`src/rtl/seq_div.sv`:
```
// ---------------------------------------------------------------------------
// seq_div -- multi-cycle radix-2 restoring divider (MIPS DIV / DIVU).
//
// One quotient bit is retired per clock. Signed operands are converted to
// magnitudes on entry, divided unsigned, and the result signs are applied in
// a final fix-up cycle. Results and flags are held until the next operation
// completes.
//
// Ports
//   clk        in   1      rising-edge clock
//   rst_n      in   1      synchronous active-low reset
//   start      in   1      operation request, sampled only while idle
//   is_signed  in   1      1 = DIV (two's complement), 0 = DIVU
//   a          in   WIDTH  dividend
//   b          in   WIDTH  divisor
//   busy       out  1      operation in flight
//   done       out  1      one-cycle pulse, results valid from this cycle
//   quotient   out  WIDTH  quotient (LO)
//   remainder  out  WIDTH  remainder (HI)
//   dz_flag    out  1      divisor was zero
//   of_flag    out  1      signed overflow (most-negative / -1)
// ---------------------------------------------------------------------------
module seq_div #(
  parameter int WIDTH = 32
) (
  input  logic             clk,
  input  logic             rst_n,
  input  logic             start,
  input  logic             is_signed,
  input  logic [WIDTH-1:0] a,
  input  logic [WIDTH-1:0] b,
  output logic             busy,
  output logic             done,
  output logic [WIDTH-1:0] quotient,
  output logic [WIDTH-1:0] remainder,
  output logic             dz_flag,
  output logic             of_flag
);

  localparam int CW = $clog2(WIDTH + 1);

  typedef enum logic [1:0] {
    S_IDLE,
    S_CALC,
    S_FIX
  } state_e;

  state_e           state_q, state_d;
  logic [CW-1:0]    count_q, count_d;
  logic [WIDTH-1:0] rem_q,   rem_d;    // partial remainder
  logic [WIDTH-1:0] dvd_q,   dvd_d;    // dividend shifting out, quotient shifting in
  logic [WIDTH-1:0] dvs_q,   dvs_d;    // divisor magnitude
  logic [WIDTH-1:0] a_raw_q, a_raw_d;  // original dividend, returned on divide-by-zero
  logic             qneg_q,  qneg_d;
  logic             rneg_q,  rneg_d;
  logic             dz_q,    dz_d;
  logic             of_q,    of_d;

  logic [WIDTH-1:0] quot_q,  quot_d;
  logic [WIDTH-1:0] remo_q,  remo_d;
  logic             dzf_q,   dzf_d;
  logic             off_q,   off_d;
  logic             done_q,  done_d;

  // Iteration datapath: shifted partial remainder and trial subtraction.
  // The extra top bit keeps the sign of the trial difference.
  logic [WIDTH+1:0] shifted;
  logic [WIDTH+1:0] trial;
  logic [WIDTH-1:0] a_mag;
  logic [WIDTH-1:0] b_mag;

  assign shifted = {1'b0, rem_q, dvd_q[WIDTH-1]};
  assign trial   = shifted - {2'b00, dvs_q};

  // The most-negative dividend negates to itself, which read as unsigned is
  // exactly 2^(WIDTH-1) -- the magnitude we want.
  assign a_mag = (is_signed && a[WIDTH-1]) ? -a : a;
  assign b_mag = (is_signed && b[WIDTH-1]) ? -b : b;

  // NOTE: sequential state uses non-blocking assignments so every register
  // samples the pre-edge value of every other register.
  always_ff @(posedge clk) begin
    if (!rst_n) begin
      state_q <= S_IDLE;
      count_q <= '0;
      rem_q   <= '0;
      dvd_q   <= '0;
      dvs_q   <= '0;
      a_raw_q <= '0;
      qneg_q  <= 1'b0;
      rneg_q  <= 1'b0;
      dz_q    <= 1'b0;
      of_q    <= 1'b0;
      quot_q  <= '0;
      remo_q  <= '0;
      dzf_q   <= 1'b0;
      off_q   <= 1'b0;
      done_q  <= 1'b0;
    end else begin
      state_q <= state_d;
      count_q <= count_d;
      rem_q   <= rem_d;
      dvd_q   <= dvd_d;
      dvs_q   <= dvs_d;
      a_raw_q <= a_raw_d;
      qneg_q  <= qneg_d;
      rneg_q  <= rneg_d;
      dz_q    <= dz_d;
      of_q    <= of_d;
      quot_q  <= quot_d;
      remo_q  <= remo_d;
      dzf_q   <= dzf_d;
      off_q   <= off_d;
      done_q  <= done_d;
    end
  end

  always_comb begin
    // NOTE: every signal gets a default before the case so no path leaves
    // one unassigned, which would infer a latch.
    state_d = state_q;
    count_d = count_q;
    rem_d   = rem_q;
    dvd_d   = dvd_q;
    dvs_d   = dvs_q;
    a_raw_d = a_raw_q;
    qneg_d  = qneg_q;
    rneg_d  = rneg_q;
    dz_d    = dz_q;
    of_d    = of_q;
    quot_d  = quot_q;
    remo_d  = remo_q;
    dzf_d   = dzf_q;
    off_d   = off_q;
    done_d  = 1'b0;

    unique case (state_q)
      S_IDLE: begin
        if (start) begin
          dvd_d   = a_mag;
          dvs_d   = b_mag;
          rem_d   = '0;
          count_d = '0;
          a_raw_d = a;
          qneg_d  = is_signed && (a[WIDTH-1] ^ b[WIDTH-1]);
          rneg_d  = is_signed && a[WIDTH-1];
          dz_d    = (b == '0);
          of_d    = is_signed && (a == {1'b1, {(WIDTH-1){1'b0}}}) && (b == '1);
          state_d = (b == '0) ? S_FIX : S_CALC;
        end
      end

      S_CALC: begin
        if (!trial[WIDTH+1]) begin
          rem_d = trial[WIDTH-1:0];
          dvd_d = {dvd_q[WIDTH-2:0], 1'b1};
        end else begin
          // Restore: the shifted remainder is below the divisor, so it fits.
          rem_d = shifted[WIDTH-1:0];
          dvd_d = {dvd_q[WIDTH-2:0], 1'b0};
        end
        count_d = count_q + 1'b1;
        if (count_q == CW'(WIDTH - 1)) begin
          state_d = S_FIX;
        end
      end

      S_FIX: begin
        if (dz_q) begin
          quot_d = '1;
          remo_d = a_raw_q;
        end else begin
          quot_d = qneg_q ? -dvd_q : dvd_q;
          remo_d = rneg_q ? -rem_q : rem_q;
        end
        dzf_d   = dz_q;
        off_d   = of_q;
        done_d  = 1'b1;
        state_d = S_IDLE;
      end

      default: state_d = S_IDLE;
    endcase
  end

  assign busy      = (state_q != S_IDLE);
  assign done      = done_q;
  assign quotient  = quot_q;
  assign remainder = remo_q;
  assign dz_flag   = dzf_q;
  assign of_flag   = off_q;

endmodule
```
`config.mk`:
```
export PLATFORM = sky130hd
export DESIGN_NAME = seq_div
export DESIGN_NICKNAME = d
export VERILOG_FILES = /design/src/rtl/seq_div.sv
export SDC_FILE = /design/constraint.sdc
export NUM_CORES = 1
export LEC_CHECK = 0
export ABC_AREA = 0
export CAP_MARGIN = 30
export CORE_MARGIN = 8
export CORE_UTILIZATION = 50
export DETAILED_ROUTE_END_ITERATION = 6
export PLACE_DENSITY = 0.79
export SETUP_SLACK_MARGIN = 0.02
export SKIP_LAST_GASP = 1
export SYNTH_ARGS = -nofsm -noshare
export SYNTH_HDL_FRONTEND = slang
export SYNTH_SLANG_ARGS = --single-unit
```
`constraint.sdc`:
```
create_clock -name clk -period 3.15 [get_ports clk]
set_input_delay 0.4725 -clock clk [delete_from_list [all_inputs] [get_ports clk]]
set_output_delay 0.4725 -clock clk [all_outputs]
set_load 0.02 [all_outputs]
```
# ---- After elaboration in Yosys (flattened, before gate mapping)
# Cells that the tools add are included.
dict set report word_totals {
  register_bits 207
  output_inout_bits 68
}
dict set report op_classes {
  add_sub_neg 6
  eq_ne 7
  n_mux 19
  bitwise_logic 1
  n_reduce_logical 12
}
# operator n
set op_table {}
lappend op_table {{$mux W32} 9}
lappend op_table {{$neg A32 Y32} 4}
lappend op_table {{$pmux W32 S2} 2}
lappend op_table {{$eq A32 B32 Y1 const B} 2}
lappend op_table {{$sub A33 B32 Y34} 1}
lappend op_table {{$logic_not A32 Y1} 1}
lappend op_table {{$pmux W6 S2} 1}
lappend op_table {{$add A6 B1 Y6 const B} 1}
lappend op_table {{$eq A6 B5 Y1 const B} 1}
lappend op_table {{$mux W2} 3}
lappend op_table {{$mux W6} 1}
lappend op_table {{$reduce_and A2 Y1} 3}
lappend op_table {{$logic_and A1 B1 Y1} 5}
lappend op_table {{$ne A2 B2 Y1 const B} 2}
lappend op_table {{$pmux W2 S2} 1}
lappend op_table {{$reduce_bool A2 Y1} 2}
lappend op_table {{$eq A2 B1 Y1 const B} 1}
lappend op_table {{$eq A2 B2 Y1 const B} 1}
lappend op_table {{$logic_not A2 Y1} 1}
lappend op_table {{$mux W1} 2}
lappend op_table {{$xor A1 B1 Y1} 1}

# ---- Depth between registers and ports, before layout
dict set report logic_depth {
  word_depth 4
  depth_mapped 14
  mapped_depth_nobuf 13
}

# ---- Worst setup path before layout
# Ideal clock, no wire load.
dict set report synth_path {
  path_kind {register to register}
  start {reg rem_q[5]}
  end {reg rem_q[7]}
  arrival_time_ns 2.661
  required_ns 3.033
  path_slack_ns 0.373
  path_stages_with_launch 12
  path_buffers 2
  period_less_slack_ns 2.777
  path_cell_list {dfxtp_1 ha_1 and4_1 o21ai_0 a211oi_1 o211ai_1 a31o_2 o21ai_1 buf_2 buf_2 a21oi_1 a22o_1}
}
dict set report synth_between {
  elab_chain_len 3
}
# element line
set synth_lines {}
lappend synth_lines {{start, declared} 50} ;# logic [WIDTH-1:0] rem_q, rem_d;
lappend synth_lines {{start signal, assigned} 102} ;# rem_q <= rem_d;
lappend synth_lines {{$sub A33 B32 Y34} 73} ;# assign trial = shifted - {2'b00, dvs_q};
lappend synth_lines {{$mux W32} 154} ;# if (!trial[WIDTH+1]) begin
lappend synth_lines {{$pmux W32 S2} 137} ;# unique case (state_q)
# No other way between the ends.
# A chain may end at the register's enable or synchronous reset.

# ---- Worst setup path in the final report
dict set report layout_path {
  start {reg dvs_q[0]}
  end {reg rem_q[28]}
}
dict set report layout_between {
  elab_chain_len 3
}
# element line
set layout_lines {}
lappend layout_lines {{start, declared} 52} ;# logic [WIDTH-1:0] dvs_q, dvs_d;
lappend layout_lines {{start signal, assigned} 104} ;# dvs_q <= dvs_d;
lappend layout_lines {{$sub A33 B32 Y34} 73}
lappend layout_lines {{$mux W32} 154}
lappend layout_lines {{$pmux W32 S2} 137}
# No other way between the ends.

==> results by group <==
Global routing
  – Wire length of the first global-routing pass: around 60000 µm
  – Largest net degree at the start of global routing: 129
  – Gr ovfl total: 0
  – Vias in the first global route: 11.59k
  – Total track usage: around 24%
  – Initial antenna violation count: 0

Pwr
  – Pleak: 5.762 nW
  – Worst VDD drop: 0.0003047 V
  – Pwr/cell area: about 470 nW/µm²

Clock network
  – Worst-skew pair later-pin latency: roughly 0.52 ns
  – Root Buffer: clkbuf_16
  – Clk sink count: 207
  – CTS clk-pin slew, worst paths: about 0.07 ns
  – H-Tree Depth: 1
  – Clock tree buffer depth: 3
  – CTS tree: built
  – Setup Buffers After CTS: 0
  – CTS Hold Buffers Added: 0
  – Resized Gates After CTS: 0
  – CTS Buf Count: 23

Synthesis
  – Number of synthesized flops with an enable pin: 0
  – Sequential-to-total area share from yosys stat: between 30% and 40%
  – Cell Area, Synth: 12140 µm²
  – Cells after Synth: between 1.5k and 2k
  – Yosys top cell area share: roughly a third
  – Synth area leader: dfxtp_1
  – Leading post-synthesis cells by cell area: dfxtp_1, nand2_1, xor2_1
  – Syn_nets: between 1.5k and 2k
  – Seq cells post-synth: about 210
  – Synth Flop Type: dfxtp_1
  – Async SR Flop Fraction: 0%
  – Avg Inst Size Synth: around 7.8 µm²
  – Post-synth cell types: 67
  – Ys Warns: 0

STA
  – Skew final: around 0.018 ns
  – Period utilization: a little over nine tenths
  – Actual slew at the worst max-slew pin: a little over 1 ns
  – Number of slew-limit violations in the final report: 0
  – Final Hold Vio Count: 0
  – Min Tclk post-route: ~3 ns
  – Fmax: around 330 MHz
  – RSZ-0062 raised after global routing: false
  – Relative slew slack: just over 30%
  – Final setup fails: 0

Run
  – Max Cap Viol: 0

Placed design
  – Final Wtd Congestion: roughly 0.9
  – Dpl cell area: 14310 µm²
  – I/O Buffers: about 140
  – Post-DP HPWL: roughly 28000 µm

Floorplan
  – Die W: between 150 and 200 µm
  – Die height: roughly 170 µm
  – FP Rows: 57
  – DIE AREA: 29520 µm²
  – Number of I/O pins: about 140
  – Core area: around 24000 µm²
  – Initial core utilization: ~50%

Worst hold path
  – Worst Hold Class: in -> reg

Setup path
  – Crit-path max FO: 5
  – Req. time, crit path: around 3.6 ns
  – CP arrival: about 3.4 ns
  – Worst setup SP type: flop
  – Critical path endpoint category: flop
  – Worst Path Class, Setup: reg -> reg

Finish
  – P&R area growth vs syn: 24.60%
  – Fin util: a little over three fifths
  – Layout cells sized above 1: a little under a tenth
  – Cell area after layout: about 15000 µm²
  – Post-layout nets: 1826
  – Fillers: between 2k and 2.5k

Status
  – Outcome: complete, but fails checks
  – Violations in the final reports: DRC

Route
  – Number of vias per cell: between 5 and 6
  – DRC: 19
  – Initial DRT Pass Iterations: 7
  – Initial DRC Count: about 1.2k
  – Vias: about 12k
  – Routed WL: 36640 µm
  – Detail Route Antenna Nets: 0
  – DR WL/cell: between 15 and 20 µm
## cell usage in the layout (no fill, tap or decap), types with 40 or more instances in the layout
cell type | netlist | final
nand2_1 | 210 | 210
nor2_1 | 108 | 107
dfxtp_1 | 207 | 205
nor2b_1 | 42 | 40
clkdlybuf4s50_1 | 0 | 134
a21oi_1 | 138 | 138
o21ai_0 | 144 | 143
buf_4 | 0 | 89
nor3_1 | 45 | 45
xor2_1 | 89 | 89
inv_1 | 59 | 58
xnor2_1 | 54 | 54
## critical path, cell delays in order (launching register included)
cell and delay (ns):
dfxtp_1 0.38, ha_1 0.19, inv_1 0.06, fa_1 0.40, a21oi_1 0.23, o22ai_1 0.16
o31ai_1 0.23, buf_4 0.19, nor4_1 0.08, o31ai_1 0.36, a21boi_0 0.19, o22ai_1 0.16
xor2_1 0.15, o21ai_0 0.08
## layout make-up
class	instances	area, µm²	share of cell area (%)
diodes	1	2.502	0.01655
clock buffers	31	635.6	4.203
clock inverters	10	156.4	1.034
inverters	59	221.5	1.464
multi-input cells	1199	7433	49.15
flip-flops and latches	207	4146	27.42
well taps	324	405.4	2.681
repair buffers	229	2122	14.03
## power breakdown
part	internal, mW	leakage, nW	switching, mW
clock	1.74	0.388	1.10
combinational	0.570	3.69	0.759
sequential	2.75	1.69	0.120
## metrics by stage
stage               setup slack [ns]  hold slack, ns   TNS, ns  std cells  power (mW)
finish                        0.1495          0.3678         0       2060       7.035
CTS                           0.1549          0.3503         0       2059       7.053
floorplan                     0.3725          0.4364         0       1561       3.747
global placement            -0.05998          0.4413  -0.08870       2016       4.196
global route                 0.02860          0.3638         0       2059       7.317
detailed placement           -0.1405          0.4467   -0.7183       2018       4.233
## cells in the mapped netlist, drive strengths merged (6+ instances only)
library cell and count:
a211oi 22, a21boi 13, a21o 7, a21oi 138, a222oi 30, a22oi 8
a31oi 6, a32oi 8, and2 12, buf 19, clkbuf 77, dfxtp 207
ha 38, inv 59, mux2i 15, nand2 210, nand2b 9, nand3 38
nand4 11, nor2 108, nor2b 42, nor3 45, nor4 10, o211ai 6
o21a 6, o21ai 146, o31ai 32, o41ai 13, or3 18, or4 19
xnor2 54, xor2 89
## registers in the layout (all words and copies together), names as in the netlist
register and cells:
a_raw_q 32, dvd_q 32, dvs_q 32, quotient 32, rem_q 32, remainder 32, count_q 6, state_q 2
done 1, dz_flag 1, dz_q 1, of_flag 1, of_q 1, qneg_q 1, rneg_q 1
## routing by layer
| layer | up-vias | wire length, µm | track usage, % |
|---|---|---|---|
| li1 | 5888 | - | - |
| met1 | 5628 | 15700 | 30.54 |
| met2 | 466 | 17000 | 40.62 |
| met3 | 77 | 2675 | 3.512 |
| met4 | 0 | 1259 | 9.595 |
| met5 | - | 0 | 0 |
## final timing paths
| check | from | to | slack, ns | depth (start not counted) |
|---|---|---|---|---|
| min | rst_n | dz_q$_SDFFE_PN0P_ | 0.37 | 2 |
| max reg2reg | dvs_q[0]$_SDFFE_PN0P_ | rem_q[28]$_SDFFE_PN0P_ | 0.15 | 13 |
| max | dvs_q[0]$_SDFFE_PN0P_ | rem_q[28]$_SDFFE_PN0P_ | 0.15 | 13 |
| min reg2reg | remainder[2]$_SDFFE_PN0P_ | remainder[2]$_SDFFE_PN0P_ | 0.45 | 2 |
## kinds of logic (layout without fill, tap and decap cells)
| kind of cell | count (synthesis) | count (layout) | synth area share [%] |
|---|---|---|---|
| AOI/OAI and AO/OA | 464 | 464 | 24.17 |
| xor gates and xnor gates | 143 | 143 | 10.32 |
| adders and majority gates | 39 | 39 | 4.082 |
| buffers and inverters | 155 | 329 | 4.896 |
| DFF | 207 | 207 | 34.14 |
| muxes | 15 | 15 | 1.237 |
| other | 0 | 1 | 0 |
| and+or+nand+nor | 538 | 538 | 21.15 |
Note: power is estimated with default switching activity, not from simulation.
